### config.mk
export PLATFORM = sky130hd
export DESIGN_NAME = seq_match_monitor
export DESIGN_NICKNAME = d
export VERILOG_FILES = /design/src/rtl/seq_match_monitor.sv
export SDC_FILE = /design/constraint.sdc
export NUM_CORES = 1
export LEC_CHECK = 0
export CORE_MARGIN = 4
export CORE_UTILIZATION = 48
export CTS_CLUSTER_DIAMETER = 150
export DETAILED_ROUTE_END_ITERATION = 6
export PLACE_DENSITY = 0.73
export SLEW_MARGIN = 20
export SYNTH_ARGS = -nofsm -noshare
export SYNTH_HDL_FRONTEND = slang
export SYNTH_SLANG_ARGS = --single-unit
### constraint.sdc
create_clock -name clk -period 1.9 [get_ports clk]
set_input_delay 0.38 -clock clk [delete_from_list [all_inputs] [get_ports clk]]
set_output_delay 0.38 -clock clk [all_outputs]
set_load 0.05 [all_outputs]
### src/rtl/seq_match_monitor.sv
// Hardware monitor for a ##1 b[*B_REPS] ##1 c[*C_REPS] |-> d (overlapped consequent).
// Reports pass/fail pulses, saturating counters and a sticky first-failure timestamp.
module seq_match_monitor #(
    parameter int B_REPS = 2,
    parameter int C_REPS = 3,
    parameter int CNT_W  = 16,
    parameter int TS_W   = 32
) (
    input  logic             clk,
    input  logic             rst_n,
    input  logic             en_i,
    input  logic             clear_i,
    input  logic             a_i,
    input  logic             b_i,
    input  logic             c_i,
    input  logic             d_i,
    output logic             pass_o,
    output logic             fail_o,
    output logic [CNT_W-1:0] pass_cnt_o,
    output logic [CNT_W-1:0] fail_cnt_o,
    output logic             err_sticky_o,
    output logic [TS_W-1:0]  first_fail_ts_o
);
    localparam int L  = 1 + B_REPS + C_REPS;
    localparam int NS = L - 1;

    logic [NS-1:0] stg;
    logic [NS-1:0] elem;
    logic [TS_W-1:0] ts;
    logic match;

    // elem[k] is the condition that advances a thread into stage k
    for (genvar k = 0; k < NS; k++) begin : g_elem
        if (k == 0) begin : g_a
            assign elem[k] = en_i & a_i;
        end else if (k <= B_REPS) begin : g_b
            assign elem[k] = b_i;
        end else begin : g_c
            assign elem[k] = c_i;
        end
    end

    assign match = stg[NS-1] & c_i;

    always_ff @(posedge clk or negedge rst_n) begin
        if (!rst_n) begin
            stg             <= '0;
            ts              <= '0;
            pass_o          <= 1'b0;
            fail_o          <= 1'b0;
            pass_cnt_o      <= '0;
            fail_cnt_o      <= '0;
            err_sticky_o    <= 1'b0;
            first_fail_ts_o <= '0;
        end else begin
            stg    <= {stg[NS-2:0], 1'b1} & elem;
            ts     <= ts + TS_W'(1);
            pass_o <= match & d_i;
            fail_o <= match & ~d_i;
            // clear takes priority over a coincident event; the pulse still fires
            if (clear_i) begin
                pass_cnt_o      <= '0;
                fail_cnt_o      <= '0;
                err_sticky_o    <= 1'b0;
                first_fail_ts_o <= '0;
            end else if (match) begin
                if (d_i) begin
                    if (pass_cnt_o != '1) pass_cnt_o <= pass_cnt_o + CNT_W'(1);
                end else begin
                    if (fail_cnt_o != '1) fail_cnt_o <= fail_cnt_o + CNT_W'(1);
                    if (!err_sticky_o) begin
                        err_sticky_o    <= 1'b1;
                        first_fail_ts_o <= ts;
                    end
                end
            end
        end
    end
endmodule

==> impl_metrics.json <==
{
  "grt-ovfl-total": 0,
  "grt_max_degree": 61,
  "synth-async-reset-ratio": 1.00,
  "root_buffer": "clkbuf_8",
  "total_switching_power_mw": 0.845,
  "crit_chain": "ha_4, and4_4, or4b_4, nor4_4, xor2_1",
  "power.static_leakage_nw": 2.83,
  "cts_tree": "built",
  "synth_nets": 416,
  "synth.lib_cells_used.distinct": 44,
  "setup.worst_path.end_class": "flop",
  "die-height_um": 106,
  "power.ir.vdd_worst_v": 0.000578,
  "post_drt_via_cell_ratio": 5.59,
  "cp_slowest_cell": "or4b_4",
  "cell_area_power_density_nw_per_um2": 613,
  "finish.utilization": 0.660,
  "maxSlewViolCount": 0,
  "floorplan.initialDensity": 0.497,
  "layout.filler_cells": 767,
  "yosysWarnings": 0,
  "startpoint_to_endpoint_class_of_the_critical_path": "flop to flop",
  "hold_class": "flop to flop",
  "ys_dominant_reg_cell": "dfrtp_1",
  "fmaxAchievable_mhz": 549,
  "netSwitchingFraction": 0.225,
  "maxCapViolations": 0,
  "drt_iter0_markers": 158,
  "cell_area_after_synthesis_um2": 4620,
  "critical_path.max_fanout": 6,
  "synth.most_common_cell": "dfrtp_1",
  "cts.clk_slew.worst_paths_ns": 0.10,
  "wirelength_mm": 11.1,
  "run_status": "finished, final reports clean",
  "layout.nets": 551,
  "whs_path_depth": 1,
  "post_detailed_route_wirelength_per_cell_um": 16.5,
  "floorplan.die_area_um2": 11300,
  "setup_tns_ns": 0,
  "synth.area.top_cells": "dfrtp_1, a22o_1, xnor2_1",
  "drc": 0,
  "synth_top_cell_area_share": 0.564,
  "globalplace.congestion": 0.914,
  "place.detailed.hpwl_mm": 8.05,
  "top_level_ports": 75,
  "ant_nets": 0,
  "worst-endpoint-required_ns": 2.17,
  "clock_power_share": 0.379,
  "num_antenna_cells": 0,
  "detailed_route_via_count": 3771,
  "fin_area_um2": 6130,
  "post-route-min-period_ns": 1.82,
  "p_comb_frac": 0.032,
  "drive_gt1_frac": 0.345,
  "postSynthCellCount": 405,
  "ys_seq_area_frac": 0.564,
  "final_hold_viol_count": 0,
  "power.internal_mw": 2.91,
  "slew-limit-headroom": 0.667,
  "synth_edf_count": 0,
  "cp_top_family": "simple AND/OR/NAND/NOR gates",
  "total_power_mw": 3.76,
  "row_count": 35,
  "fin_crit_sh": 0.959,
  "ys_seq_elements": 104,
  "synth_common_cells": "dfrtp_1, a22o_1, a21oi_1, nand2_1, nand3_1",
  "clk_latency_ns": 0.35,
  "layout-area-overhead-vs-synth_pct": 32.7,
  "worst_clock_skew_ns": 0.0106,
  "timing.critical_path.from_type": "flop",
  "report.final.setup_viol": 0,
  "die_width_um": 106,
  "clock_sink_count": 104,
  "tritoncts.num_buffers": 9,
  "length_of_the_first_detailed_routing_pass_in_iterations": 4,
  "maximum_cell_stage_delay_along_the_critical_path_ns": 0.57,
  "seqPwrFrac": 0.590,
  "worst_pin_slew_ns": 0.501,
  "buffer_ports.inserted": 74,
  "placeableCoreArea_um2": 9280,
  "critical_path_depth": 5,
  "syn_area_per_cell_um2": 11.4,
  "grt_antenna_before_repair": 0,
  "synth_largest_area_cell": "dfrtp_1",
  "worstPathArrival_ns": 2.10,
  "cts_max_path_buffers": 2,
  "postPlaceCellArea_um2": 5830,
  "htreeDepth": 3,
  "grtUsageTotal": 0.208,
  "first_global_vias": 3855,
  "first_pass_grt_wire_length_mm": 19.2,
  "crit_buf_inv": 0,
  "worstRegToRegCells": 5
}
-- power by group through the flow --
stage,Sequential (mW),Combinational (mW),Clock [mW]
after floorplan,2.26,0.0253,0
after global placement,2.26,0.118,0
after detailed placement,2.26,0.120,0
after CTS,2.22,0.122,1.47
after global routing,2.22,0.134,1.55
final,2.22,0.119,1.42
-- cells by family (layout without fill, tap and decap cells) --
family | after synthesis | count (layout) | synth area share
compound gates | 88 | 88 | 0.134
xor+xnor | 32 | 32 | 0.0607
fa+ha+maj | 3 | 3 | 0.00813
buf+inv | 25 | 165 | 0.0228
flops | 104 | 104 | 0.564
mux | 5 | 5 | 0.0116
simple gates | 148 | 148 | 0.200
-- sequential cells by signal, summed over array words and instances (netlist names) --
signal           count
first_fail_ts_o     32
stg                  5
ts                  32
err_sticky_o         1
fail_cnt_o          16
fail_o               1
pass_cnt_o          16
pass_o               1
-- stage by stage --
stage / hold WS, ns / setup slack (ns) / std cells
floorplan: 0.0844 / -0.0380 / 405
global placement: 0.297 / -0.294 / 654
detailed placement: 0.292 / -0.375 / 654
CTS: 0.450 / 0.00898 / 671
global route: 0.461 / -0.00942 / 674
finish: 0.455 / 0.0775 / 674
-- timing repair --
action	4_1_cts	5_1_grt
setup endpoints to repair	22	18
hold buffers	1	0
setup buffers	0	4
endpoints found under the hold margin	19	0
pin swaps	0	3
resized for setup	14	9
-- placed cells by master (no fill, tap or decap), types with 3 or more instances in the layout --
cell	count
or3_1	13
nor2_1	11
nand4_1	17
nor2b_1	4
xor2_1	16
clkbuf_8	10
a21oi_1	23
inv_1	9
xnor2_1	16
a22o_1	32
dfrtp_2	22
nand2_1	21
and2_1	7
buf_4	120
and4_1	6
nor4_2	7
clkdlybuf4s50_1	6
nor3_2	4
dlygate4sd2_1	10
o21ai_0	12
nor3_1	7
o31ai_1	11
a21oi_2	3
and3_1	5
or4_1	9
dfrtp_1	82
nand3_1	21
-- worst register-to-register path, stage by stage (launching register included) --
cell and delay (ns):
dfrtp_1 0.40, ha_4 0.16, and4_4 0.24, or4b_4 0.57, nor4_4 0.18, xor2_1 0.20
-- area by class of cell --
| type | instances | area (um2) | share of cell area |
|---|---|---|---|
| Sequential cell | 104 | 2630 | 0.429 |
| Multi-Input combinational cell | 276 | 1990 | 0.325 |
| Timing Repair Buffer | 139 | 1100 | 0.179 |
| Tap cell | 129 | 161 | 0.0263 |
| Clock buffer | 11 | 141 | 0.0231 |
| Clock inverter | 5 | 65.1 | 0.0106 |
| Inverter | 10 | 37.5 | 0.00613 |
-- path summary, 6_finish.rpt --
| check | from | to | slack, ns |
|---|---|---|---|
| hold reg to reg | stg[2] | stg[3] | 0.45 |
| min in group asynchronous | rst_n | fail_cnt_o[13] | 0.46 |
| setup reg to reg | ts[0] | ts[26] | 0.08 |
| hold / removal | stg[2] | stg[3] | 0.45 |
| max in group asynchronous | rst_n | pass_cnt_o[0] | 0.82 |
| setup / recovery | ts[0] | ts[26] | 0.08 |
-- layer usage --
| metal | share of wire | GRT usage |
|---|---|---|
| met1 | 0.47 | 0.290 |
| met2 | 0.48 | 0.340 |
| met4 | 0.011 | 0.0444 |
| met5 | 0 | 0 |
| met3 | 0.043 | 0.0419 |
Power figures use the tool's default switching activity.
